`src/rtl/return_stack_unit.sv`:
```
// Purpose : hardware return-address stack (push on JAL, pop on return) feeding the pc mux.
// Latency : push/pop complete at the rising edge; top_data reflects the new top right after that edge.
// Backpressure: none; every request completes in one cycle, and rejected requests raise sticky error flags.
//
// Ports:
//   clk        - single clock, all state changes on its rising edge
//   reset      - asynchronous active-low reset (0 = asserted)
//   push       - push request (JAL in the datapath)
//   pop        - pop request (return in the datapath)
//   push_data  - return address to store (next_pc of the JAL)
//   clear_err  - synchronous clear of the sticky overflow/underflow flags
//   top_data   - entry at the top of the stack, zero when empty
//   count      - number of valid entries (0..DEPTH)
//   empty      - count == 0
//   full       - count == DEPTH
//   overflow   - sticky: a push was rejected because the stack was full
//   underflow  - sticky: a pop was rejected because the stack was empty
module return_stack_unit #(
   parameter int DEPTH = 8,
   parameter int WIDTH = 32
) (
   input  logic                       clk,
   input  logic                       reset,
   input  logic                       push,
   input  logic                       pop,
   input  logic [WIDTH-1:0]           push_data,
   input  logic                       clear_err,
   output logic [WIDTH-1:0]           top_data,
   output logic [$clog2(DEPTH):0]     count,
   output logic                       empty,
   output logic                       full,
   output logic                       overflow,
   output logic                       underflow
);

   // AW indexes the array; PW holds 0..DEPTH inclusive, so it needs one more bit.
   localparam int AW = $clog2(DEPTH);
   localparam int PW = AW + 1;

   logic [WIDTH-1:0] entry [DEPTH];
   logic [PW-1:0]    sp;
   logic [PW-1:0]    sp_m1;
   logic [PW-1:0]    sp_nxt;
   logic [AW-1:0]    top_idx;
   logic [AW-1:0]    wr_idx;
   logic             wr_en;
   logic             set_ovf;
   logic             set_udf;
   logic             ovf_nxt;
   logic             udf_nxt;

   // Status flags come from the pointer alone.
   assign count   = sp;
   assign empty   = (sp == '0);
   assign full    = (sp == PW'(DEPTH));

   assign sp_m1   = sp - PW'(1);
   assign top_idx = sp_m1[AW-1:0];

   // When empty the array contents are stale or undefined, so mask them off.
   assign top_data = empty ? '0 : entry[top_idx];

   // Next-state decode for the pointer, the array write and the error flags.
   always_comb begin
      sp_nxt  = sp;
      wr_en   = 1'b0;
      wr_idx  = sp[AW-1:0];
      set_ovf = 1'b0;
      set_udf = 1'b0;

      if (push && pop) begin
         if (!empty) begin
            // Return immediately followed by a call: replace the top in place.
            wr_en  = 1'b1;
            wr_idx = top_idx;
         end else begin
            // Nothing to pop: the push still happens, the pop is flagged.
            wr_en   = 1'b1;
            wr_idx  = '0;
            sp_nxt  = PW'(1);
            set_udf = 1'b1;
         end
      end else if (push) begin
         if (!full) begin
            wr_en  = 1'b1;
            wr_idx = sp[AW-1:0];
            sp_nxt = sp + PW'(1);
         end else begin
            set_ovf = 1'b1;
         end
      end else if (pop) begin
         if (!empty) begin
            sp_nxt = sp_m1;
         end else begin
            set_udf = 1'b1;
         end
      end

      // A fresh error in the same cycle as clear_err wins.
      ovf_nxt = set_ovf | (overflow  & ~clear_err);
      udf_nxt = set_udf | (underflow & ~clear_err);
   end

   always_ff @(posedge clk or negedge reset) begin
      if (!reset) begin
         sp        <= '0;
         overflow  <= 1'b0;
         underflow <= 1'b0;
      end else begin
         sp        <= sp_nxt;
         overflow  <= ovf_nxt;
         underflow <= udf_nxt;
      end
   end

   // The array needs no reset: top_data is masked while the pointer is zero.
   // Writes are still gated by reset so an edge during reset changes nothing.
   always_ff @(posedge clk) begin
      if (reset && wr_en) begin
         entry[wr_idx] <= push_data;
      end
   end

endmodule

```
`config.mk`:
```
export PLATFORM = sky130hd
export DESIGN_NAME = return_stack_unit
export DESIGN_NICKNAME = d
export VERILOG_FILES = /design/src/rtl/return_stack_unit.sv
export SDC_FILE = /design/constraint.sdc
export NUM_CORES = 1
export LEC_CHECK = 0
export ABC_CLOCK_PERIOD_IN_PS = 7000
export CORE_MARGIN = 2
export CORE_UTILIZATION = 55
export DETAILED_ROUTE_END_ITERATION = 6
export PLACE_DENSITY = 0.75
export SKIP_CTS_REPAIR_TIMING = 1
export SYNTH_ARGS = -nofsm -noshare
export SYNTH_HDL_FRONTEND = slang
export SYNTH_SLANG_ARGS = --single-unit
```
`constraint.sdc`:
```
create_clock -name clk -period 7 [get_ports clk]
set_clock_uncertainty 0.2 [all_clocks]
set_input_delay 1.4 -clock clk [delete_from_list [all_inputs] [get_ports clk]]
set_output_delay 1.4 -clock clk [all_outputs]
set_load 0.01 [all_outputs]
```
==> metrics <==
share of post-route cells with drive strength above 1 about a fifth; Synth area leader edfxtp_1; Synth warnings 0; largest net degree at the start of global routing just under 70; CTS buffer count 26; Core Region ~19000 µm²; Die Footprint about 20000 µm²; Worst-Skew Late Latency 0.51 ns; Initial Util a little under three fifths; vias in the first global route roughly 5.3k; CTS sink count around 260; Yosys cell types 36; Seq cells post-synth roughly 260; die width 141 µm; routed vias about 5k; CTS root buffer clkbuf_16; final period utilization 81.2%; Max transition margin about a fifth; Vias/cell approximately 6; Die Ht 141 µm; Post-synth EDFFs 256; CP required between 5 and 6 ns; Mapped Nets between 500 and 600; grt ovf 0; CP max FO between 40 and 50; gr usage total about a fifth; RSZ-0062 raised after global routing false; Max Cap Viol 0; min-delay worst type reg -> reg; peak supply drop around 320 µV; Worst EP arrival 4.09 ns; Leakage between 0.004 and 0.005 µW; minimum clock period 5.69 ns; Longest Clk Path Bufs 3; post-route ant nets 0; FP Rows 50; Post-Synthesis Cells around 520; status finished, final reports clean; Port-buffer cells 76; router iterations before antenna repair 4; max-slew violation count 0; Setup CP Type reg -> out; Syn Area/Cell around 20 µm²; ys async rst share 2.29%; Synth top area share about three quarters; top_reg_cell synth edfxtp_1; Ant. Diodes 0; Routed Wire Length 19500 µm; Post-Syn Area approximately 10000 µm²; # setup viols final 0; leading post-synthesis cells by cell area edfxtp_1 (75%), mux4_2 (14%), inv_1 (2.6%); I/O Pins just under 80; Power Dens Cells 441 nW/µm²; final hold violation count 0; DRC Markers 0; CTS tree built; fin nets between 600 and 700; drt wl/cell roughly 23 µm; final setup TNS 0 ns; Seq/Total Area, Yosys roughly three quarters; global-route wire length before repair slightly above 30000 µm; Fmax between 150 and 200 MHz; Crit. End Element output port; Core Util, Final between 60% and 70%; Clock transition at path regs approximately 0.06 ns; CTS HTree Levels 1; CP startpoint kind flop; detailed placer's ending HPWL roughly 11000 µm; antenna violations before repair 0; GPL Wtd Cong about 0.7; DR iter-0 viols ~440; Slew @ Worst Pin between 1 and 1.5 ns; # fillers around 1.2k; Layout area overhead 18.6%
layout by cell type (no fill, tap or decap), types with 2 or more instances in the layout:
master	n
edfxtp_1	256
clkdlybuf4s50_1	76
inv_1	72
mux4_2	64
o22ai_1	32
clkbuf_16	27
buf_4	10
nor3_2	8
nor2_1	7
clkinv_2	7
clkbuf_1	6
nor3_1	5
nand2_1	5
a21oi_1	5
dfrtp_1	5
bufinv_16	4
nor2b_1	3
clkinv_1	3
a21oi_4	2
nand2b_1	2
a22o_1	2
a221oi_1	2
o21ai_0	2
ha_1	2
per-layer routing:
metal / GRT usage [%] / share of wire [%] / routed length, µm
met1: 29.1 / 42 / 8130
met2: 32.9 / 51 / 9890
met3: 3.40 / 6.2 / 1210
met4: 5.00 / 1.3 / 260
met5: 0 / 0 / 0
final cells by class:
type                            instances  area, µm²  area share, %
Timing Repair Buffer                   86        836           6.83
Multi-Input combinational cell        159       2130           17.4
Clock buffer                           33        698           5.71
Tap cell                              234        293           2.39
Inverter                               72        270           2.21
Clock inverter                         14        166           1.36
Sequential cell                       262       7840           64.1
worst max-delay path, cell delays in order, from the launching register on:
cell and delay, ns:
dfrtp_4 0.97, inv_1 0.22, ha_1 0.35, inv_1 0.17, nor3_1 0.10, a21oi_4 0.92, o22ai_1 0.28, clkdlybuf4s50_1 0.57
flip-flops by register name (all words and copies together) (netlist names):
signal     count
underflow      1
entry        256
overflow       1
count          4
logic make-up (layout without fill, tap and decap cells):
logic type      Yosys count  count (layout)  share of synthesized area, %
flops                   262             262                          76.0
buf+inv                  96             205                          4.14
mux                      66              66                          14.2
compound gates           52              52                          3.29
simple gates             37              37                          1.98
fa+ha+maj                 3               3                         0.364
xor+xnor                  1               1                        0.0849
worst paths after layout:
| path | slack [ns] | start | to | cells after the start |
|---|---|---|---|---|
| min | 0.32 | overflow$_DFF_PN0_ | overflow$_DFF_PN0_ | 1 |
| min reg2reg | 0.32 | overflow$_DFF_PN0_ | overflow$_DFF_PN0_ | 1 |
| min in group asynchronous | 0.97 | reset | underflow$_DFF_PN0_ | 1 |
| max reg2reg | 2.78 | count[0]$_DFFE_PN0P_ | entry[6][30]$_DFFE_PP_ | 6 |
| max in group asynchronous | 5.33 | reset | count[0]$_DFFE_PN0P_ | 1 |
| max | 1.31 | count[0]$_DFFE_PN0P_ | top_data[8] | 7 |
Yosys cell counts (2+ instances only):
cell and n:
nor2b_1 3, o21ai_0 2, nor2_1 7, a22o_1 2
buf_6 6, dfrtp_1 6, buf_1 3, ha_1 3
inv_1 72, a221oi_1 2, mux4_2 64, nand2_1 5
o22ai_1 32, edfxtp_1 256, a21oi_1 7, nand2b_1 2
nor3_1 13, buf_2 14
report_power, final:
group / leakage (µW) / total [µW] / switching (µW) / internal (µW)
clock network: 0.000428 / 1390 / 542 / 849
logic: 0.00134 / 2040 / 990 / 1050
registers: 0.00239 / 1960 / 108 / 1850
total: 0.00416 / 5390 / 1640 / 3750
through the flow:
step	power, µW	setup WS (ns)	instance area [µm²]	std cells	hold slack, ns
floorplan	3250	2.10	10300	517	0.344
global placement	4030	1.86	11400	813	0.289
detailed placement	4060	1.79	11400	813	0.313
CTS	5460	1.24	12200	860	0.324
global route	5660	1.00	12200	860	0.345
finish	5390	1.31	12200	860	0.325
Power figures use the tool's default switching activity.
